[src/rtl/whackamole_game.sv]
// Whack-a-mole game core: LFSR mole placement, hit/miss feedback flags and a saturating BCD score.
// Define WHACKAMOLE_MISS_PENALTY_EN to make wrong hits and timeouts decrement the score.
module whackamole_game #(
    parameter int unsigned MOLE_TICKS     = 100_000_000,
    parameter int unsigned FEEDBACK_TICKS = 50_000_000,
    parameter logic [7:0]  LFSR_SEED      = 8'hA5
) (
    input  logic       master_clk,
    input  logic       rst,
    input  logic [7:0] hit,
    output logic [2:0] mole_position,
    output logic       guess_correct,
    output logic       guess_wrong,
    output logic [3:0] digit_1,
    output logic [3:0] digit_2
);
    typedef enum logic [1:0] {SPAWN, UP, FEEDBACK} state_t;

    localparam logic [31:0] MOLE_LAST = 32'(MOLE_TICKS - 1);
    localparam logic [31:0] FB_LAST   = 32'(FEEDBACK_TICKS - 1);

    state_t      state_q;
    logic [7:0]  lfsr_q;
    logic [7:0]  hit_q;
    logic [31:0] cnt_q;
    logic [2:0]  pos_q;
    logic        correct_q;
    logic        wrong_q;
    logic [3:0]  tens_q;
    logic [3:0]  ones_q;

    logic [7:0]  rise;
    logic        wrong_hit;
    logic        correct_hit;
    logic        timeout;
    logic [2:0]  cand;
    logic [2:0]  spawn_pos;
    logic [3:0]  tens_inc;
    logic [3:0]  ones_inc;
    logic [3:0]  tens_miss;
    logic [3:0]  ones_miss;

    assign rise        = hit & ~hit_q;
    assign wrong_hit   = |(rise & ~(8'd1 << pos_q));
    assign correct_hit = rise[pos_q];
    assign timeout     = (cnt_q == MOLE_LAST);
    assign cand        = lfsr_q[2:0];
    // Never respawn in the same hole: bump a repeated candidate to the next one.
    assign spawn_pos   = (cand == pos_q) ? cand + 3'd1 : cand;

    always_comb begin
        tens_inc = tens_q;
        ones_inc = ones_q;
        if (!(tens_q == 4'd9 && ones_q == 4'd9)) begin
            if (ones_q == 4'd9) begin
                ones_inc = 4'd0;
                tens_inc = tens_q + 4'd1;
            end else begin
                ones_inc = ones_q + 4'd1;
            end
        end
    end

`ifdef WHACKAMOLE_MISS_PENALTY_EN
    always_comb begin
        tens_miss = tens_q;
        ones_miss = ones_q;
        if (!(tens_q == 4'd0 && ones_q == 4'd0)) begin
            if (ones_q == 4'd0) begin
                ones_miss = 4'd9;
                tens_miss = tens_q - 4'd1;
            end else begin
                ones_miss = ones_q - 4'd1;
            end
        end
    end
`else
    assign tens_miss = tens_q;
    assign ones_miss = ones_q;
`endif

    always_ff @(posedge master_clk) begin
        if (rst) begin
            state_q   <= SPAWN;
            lfsr_q    <= LFSR_SEED;
            hit_q     <= hit;
            cnt_q     <= '0;
            pos_q     <= '0;
            correct_q <= 1'b0;
            wrong_q   <= 1'b0;
            tens_q    <= '0;
            ones_q    <= '0;
        end else begin
            lfsr_q <= {lfsr_q[6:0], lfsr_q[7] ^ lfsr_q[5] ^ lfsr_q[4] ^ lfsr_q[3]};
            hit_q  <= hit;
            case (state_q)
                SPAWN: begin
                    pos_q   <= spawn_pos;
                    cnt_q   <= '0;
                    state_q <= UP;
                end
                UP: begin
                    cnt_q <= cnt_q + 32'd1;
                    // A stray hole beats the mole's own hole when both rise together.
                    if (wrong_hit || (!correct_hit && timeout)) begin
                        wrong_q <= 1'b1;
                        tens_q  <= tens_miss;
                        ones_q  <= ones_miss;
                        cnt_q   <= '0;
                        state_q <= FEEDBACK;
                    end else if (correct_hit) begin
                        correct_q <= 1'b1;
                        tens_q    <= tens_inc;
                        ones_q    <= ones_inc;
                        cnt_q     <= '0;
                        state_q   <= FEEDBACK;
                    end
                end
                FEEDBACK: begin
                    cnt_q <= cnt_q + 32'd1;
                    if (cnt_q == FB_LAST) begin
                        correct_q <= 1'b0;
                        wrong_q   <= 1'b0;
                        cnt_q     <= '0;
                        state_q   <= SPAWN;
                    end
                end
                default: begin
                    cnt_q   <= '0;
                    state_q <= SPAWN;
                end
            endcase
        end
    end

    assign mole_position = pos_q;
    assign guess_correct = correct_q;
    assign guess_wrong   = wrong_q;
    assign digit_1       = tens_q;
    assign digit_2       = ones_q;
endmodule

[config.mk]
export PLATFORM = sky130hd
export DESIGN_NAME = whackamole_game
export DESIGN_NICKNAME = d
export VERILOG_FILES = /design/src/rtl/whackamole_game.sv
export SDC_FILE = /design/constraint.sdc
export NUM_CORES = 1
export LEC_CHECK = 0
export CAP_MARGIN = 20
export CORE_ASPECT_RATIO = 0.5
export CORE_MARGIN = 2
export CORE_UTILIZATION = 54
export CTS_BUF_LIST = sky130_fd_sc_hd__clkbuf_8
export DETAILED_ROUTE_END_ITERATION = 16
export PLACE_DENSITY = 0.77
export REMOVE_ABC_BUFFERS = 1
export SYNTH_ARGS = -nofsm -noshare
export SYNTH_HDL_FRONTEND = slang
export SYNTH_SLANG_ARGS = --single-unit
[constraint.sdc]
create_clock -name master_clk -period 2.3 [get_ports master_clk]
set_clock_uncertainty 0.15 [all_clocks]
set_input_delay 0.345 -clock master_clk [delete_from_list [all_inputs] [get_ports master_clk]]
set_output_delay 0.345 -clock master_clk [all_outputs]
set_load 0.02 [all_outputs]
* After elaboration in Yosys (flattened, before gate mapping)
Index checks and enable logic that the tools add are counted.
Operators by class: add/subtract/negate cells 4, magnitude comparators 1, equality and inequality tests 12, shifts and indexed selects 1, multiplexer cells 18, bitwise logic cells 9, reduce and logical (&&, ||, !) cells 12
Operators by type and width (number):
- $mux 32 | 3
- $pmux 32 s2 | 1
- $add 32x1->32 const B | 1
- $eq 32x26->1 const B | 1
- $eq 32x27->1 const B | 1
- $and 8x8->8 | 2
- $not 8->8 | 2
- $add 4x1->4 const B | 2
- $eq 4x4->1 const B | 2
- $ne 2x2->1 const B | 4
- $reduce_and 4->1 | 2
- $reduce_or 8->1 | 1
- $shl 1x3->8 const A | 1
- $mux 2 | 3
- $pmux 2 s3 | 1
- $mux 1 | 5
- $reduce_and 5->1 | 1
- $lt 3x4->1 const B | 1
- $mux 4 | 1
- $pmux 1 s2 | 2
- $add 3x1->3 const B | 1
- $bmux 1 s3 | 1
- $eq 3x3->1 | 1
- $mux 3 | 1
- 12 further kinds | 16
Word-level totals: flip-flop bits (word level) 63, output and inout bits 13, logic and storage cells 66

* Logic depth before layout (Yosys ltp)
depth in word-level cells 9, mapped depth 9, depth with buffers taken out 8

* Worst setup path before layout
OpenSTA, ideal clock, no wires.
kind reg-to-reg, start point reg pos_q[1], in the netlist mole_position[1], end point reg tens_q[3], in the netlist digit_1[3], setup time 0.123 ns, arrival 2.059 ns, path slack -0.033 ns, cell stages (with the launch flop) 9, path buffers 2, period minus slack after synthesis 2.333 ns, cells stage by stage dfxtp_1 buf_4 and2b_1 a21oi_1 nor4_4 nand4_1 buf_4 nor4_1 mux2_1
Between the ends: cells in the longest elaborated chain, start to end 7, elaborated cells between the ends (all ways) 11
Ends and longest elaborated chain:
- start: declaration | RTL line 26 | logic [2:0] pos_q;
- start signal: assignment | RTL line 98 | pos_q <= spawn_pos;
- $bmux 1 s3 or $shl 1x3->8 (tied branches) | RTL line 45, 44
- $mux 1 (implied by the code) or $not 8->8 (tied branches) | RTL line 45, 44
- $logic_not 1->1 or $and 8x8->8 (tied branches) | RTL line 105, 44
- $logic_and 1x1->1 or $reduce_or 8->1 (tied branches) | RTL line 105, 44
- $logic_or 1x1->1 | RTL line 105 | if (wrong_hit || (!correct_hit && timeout)) begin
- $not 1->1 (no source line)
- $reduce_and 5->1 (no source line) *
- end signal: assignment | RTL line 107 | tens_q <= tens_miss;
- end signal: assignment | RTL line 113 | tens_q <= tens_inc;
- end: declaration | RTL line 29 | logic [3:0] tens_q;
Mark *: on every way between the ends. The rest lies on a longest branch, timed or not. The select of a mux whose other input is x is not followed. A chain may end at the register's enable or synchronous reset.

* Worst setup path after layout
start point in hit[6], end point reg tens_q[2], in the netlist digit_1[2]
Between the ends: cells in the longest elaborated chain, start to end 8, elaborated cells between the ends (all ways) 10
Ends and longest elaborated chain:
- start: declaration | RTL line 10 | input logic [7:0] hit,
- $and 8x8->8 * | RTL line 43 | assign rise = hit & ~hit_q;
- $bmux 1 s3 | RTL line 45 | assign correct_hit = rise[pos_q];
- $mux 1 (implied by the code) | RTL line 45
- $logic_not 1->1 | RTL line 105
- $logic_and 1x1->1 | RTL line 105
- $logic_or 1x1->1 | RTL line 105
- $not 1->1 (no source line)
- $reduce_and 5->1 (no source line) *
Marks and branches as above.

==> flow_metrics.tcl <==
set metrics [dict create \
    netlist_area_sq_mm 0.00304 \
    drcViolationCount 0 \
    rr_startpoint "mole_position[0]" \
    status "finished clean" \
    postLayoutCoreUtil 0.705 \
    cts_sinks 63 \
    wl_met2_mm 3.18 \
    first_global_vias 2567 \
    clk_pin_slew_worst_paths_ns 0.06 \
    cts_tree "done" \
    critPathTopFamily "buffers and inverters" \
    io_buffers 22 \
    fin_crit_ns 2.25 \
    fmax_mhz 444 \
    netlist_instances 336 \
    yosys.area.top_type "dfxtp_1" \
    finalPower_mw 3.42 \
    grt_pass1_wl_mm 11.1 \
    ys_async_sr_fraction 0 \
    combPwrFrac 0.313 \
    drt_iter0_drc 183 \
    hpwl_mm 4.35 \
    place_ws_ns -0.328 \
    crit_chain "clkdlybuf4s50_1 > inv_1 > o311ai_0 > a32o_1 > nand4_1 > buf_6 > nor4b_4 > mux2_4" \
    firstDrtPassIters 5 \
    nets 403 \
    p_clk_frac 0.314 \
    internal_power_mw 2.31 \
    powerDensity_mw_per_mm2 886 \
    finalSetupViolCount 0 \
    drive_above_1_share 0.195 \
    required_ns 2.38 \
    seqPwrFrac 0.373 \
    multi_input_comb_area_sq_mm 0.00175 \
    hp-start "lfsr_q[6]" \
    die_h_um 57.1 \
    final.period_utilization 0.980 \
    wl_per_cell_um 14.2 \
    met1_length_mm 3.03 \
    switching_share 0.323 \
    synth_edf_count 0 \
    core_area_sq_mm 0.00547 \
    num_vias 2576 \
    switching_power_mw 1.11 \
    grt_overflow_total 0 \
    antenna_found_initial 0 \
    place_area_sq_mm 0.00351 \
    cellLeakagePower_nw 1.37 \
    cts_buffer_depth 2 \
    crit_start "hit[6]" \
    synthTopCellsByArea "dfxtp_1, nor3_1, xor2_1, xnor2_1, ha_1" \
    met3WireLength_um 261 \
    final-seq-area_sq_mm 0.00127 \
    start_kind "input port" \
    n_fill_cell 394 \
    area_growth_pct 26.8 \
    yosys_warnings 0 \
    gp_congestion 0.841 \
    routed.top_layer "met4" \
    ant_nets 0 \
    drv_slew 0 \
    synthDistinctLibCells 55 \
    fin_ws_ns 0.0455 \
    cp-end-kind "flip-flop" \
    synth.avg_cell_area_sq_um 9.05 \
    ir_drop_v 0.000516 \
    rows 19 \
    slew_headroom 0.670 \
    grtUsageTotal 0.227 \
    worstSetupPathType "in -> reg" \
    cts_buffers 9 \
    routed_via_density 5.56 \
    antenna_cells 0 \
    worst-path-buf-inv 3 \
    htree_num_levels 3 \
    synth_top_area_share 0.415 \
    die-area_sq_mm 0.00629 \
    io_pins 23 \
    setup_tns_ns 0 \
    final_area_sq_mm 0.00386 \
    tightest_slew_ns 0.494 \
    crit_fanout 7 \
    insertion_delay_ns 0.34 \
    cts-root-buf "clkbuf_8" \
    hold_path_class "reg -> reg" \
    ys.flop_type "dfxtp_1" \
    rsz0062_at_grt "yes" \
    critPathArrivalTime_ns 2.33 \
    ys_ff_latch 63 \
    grt_max_degree 33 \
    wirelength_mm 6.57 \
    max_stage_delay_ns 0.47 \
    finalHoldViolations 0 \
    slowest_stage "clkdlybuf4s50_1" \
    die_w_um 110 \
    ys_seq_area_frac 0.415 \
    initial_core_util 0.556 \
    max_cap_viol_count 0 \
]
synthesized netlist by cell type, types with 7 or more instances:
cell      count
ha_1          8
clkbuf_1      7
dfxtp_1      63
inv_1        13
nor2_1       18
nand3_1      16
a21oi_1       9
xnor2_1      17
nor2b_1      11
xor2_1       20
nand4_1      10
nor3_1       37
nand2_1      21
layer usage:
layer,vias up,global-route usage
met3,10,0.0651
met1,1216,0.270
met4,0,0.104
met2,56,0.384
met5,-,0
li1,1294,-
power groups by stage:
stage          combinational, mW  sequential (mW)  clock [mW]
2_1_floorplan              0.511             1.33           0
6_report                    1.07             1.27        1.07
5_1_grt                     1.17             1.29        1.14
3_3_place_gp               0.960             1.28           0
4_1_cts                     1.03             1.27        1.09
3_5_place_dp                1.01             1.29           0
layout by cell type (no fill, tap or decap), types with 3 or more instances in the layout:
master	n
nor2_1	18
clkbuf_8	11
a21oi_1	9
mux2_1	3
nand2_1	21
inv_1	15
nand2b_1	6
and2_1	3
nor3_1	36
xnor2_1	17
a211oi_1	3
nand4_1	10
buf_4	29
or2_2	3
dfxtp_1	60
clkdlybuf4s50_1	22
and4_1	5
and3_1	6
o21ai_0	4
ha_1	7
nor2b_1	10
xor2_1	20
nand3_1	15
worst register-to-register path: cells and delay by family, from the launching register on:
kind	cells	cell delay (ns)
AOI/OAI and AO/OA	1	0.10
buffers and inverters	1	0.17
muxes	1	0.32
DFF	1	0.38
and+or+nand+nor	4	1.01
flip-flops by register name, indices dropped and copies added, names as in the netlist:
name,flops
digit_2,4
digit_1,4
guess_wrong,1
lfsr_q,8
mole_position,3
cnt_q,32
state_q,2
guess_correct,1
hit_q,8
cells by family after synthesis:
| group | count (synthesis) | synth area share |
|---|---|---|
| xor gates and xnor gates | 37 | 0.107 |
| AOI/OAI and AO/OA | 32 | 0.0778 |
| and+or+nand+nor | 160 | 0.302 |
| muxes | 6 | 0.0214 |
| adders and majority gates | 8 | 0.0329 |
| DFF | 63 | 0.415 |
| buffers and inverters | 30 | 0.0448 |
area by class of cell:
| type | instances | area share |
|---|---|---|
| well taps | 73 | 0.0237 |
| flip-flops and latches | 63 | 0.329 |
| inverters | 15 | 0.0146 |
| clock buffers | 11 | 0.0392 |
| multi-input cells | 243 | 0.453 |
| repair buffers | 53 | 0.122 |
| clock inverters | 5 | 0.0188 |
timing repair:
action                     4_1_cts  5_1_grt
setup buffers                    0        1
hold endpoints to repair         0        0
resized for setup                7       18
pin swaps                        2        4
hold buffers                     0        0
setup endpoints to repair       40       38
path summary, 6_finish.rpt:
path / to / slack [ns] / cells after the start
setup / recovery: digit_1[2] / 0.05 / 8
hold / removal: lfsr_q[7] / 0.27 / 1
setup reg to reg: digit_1[2] / 0.07 / 7
hold reg to reg: lfsr_q[7] / 0.27 / 1
through the flow:
| stage | hold WS [ns] | instances |
|---|---|---|
| after CTS | 0.271 | 462 |
| final | 0.269 | 463 |
| after global placement | 0.247 | 446 |
| after detailed placement | 0.257 | 446 |
| after floorplan | 0.223 | 321 |
| after global routing | 0.279 | 463 |
No activity file was read; power rests on OpenSTA's default activity.
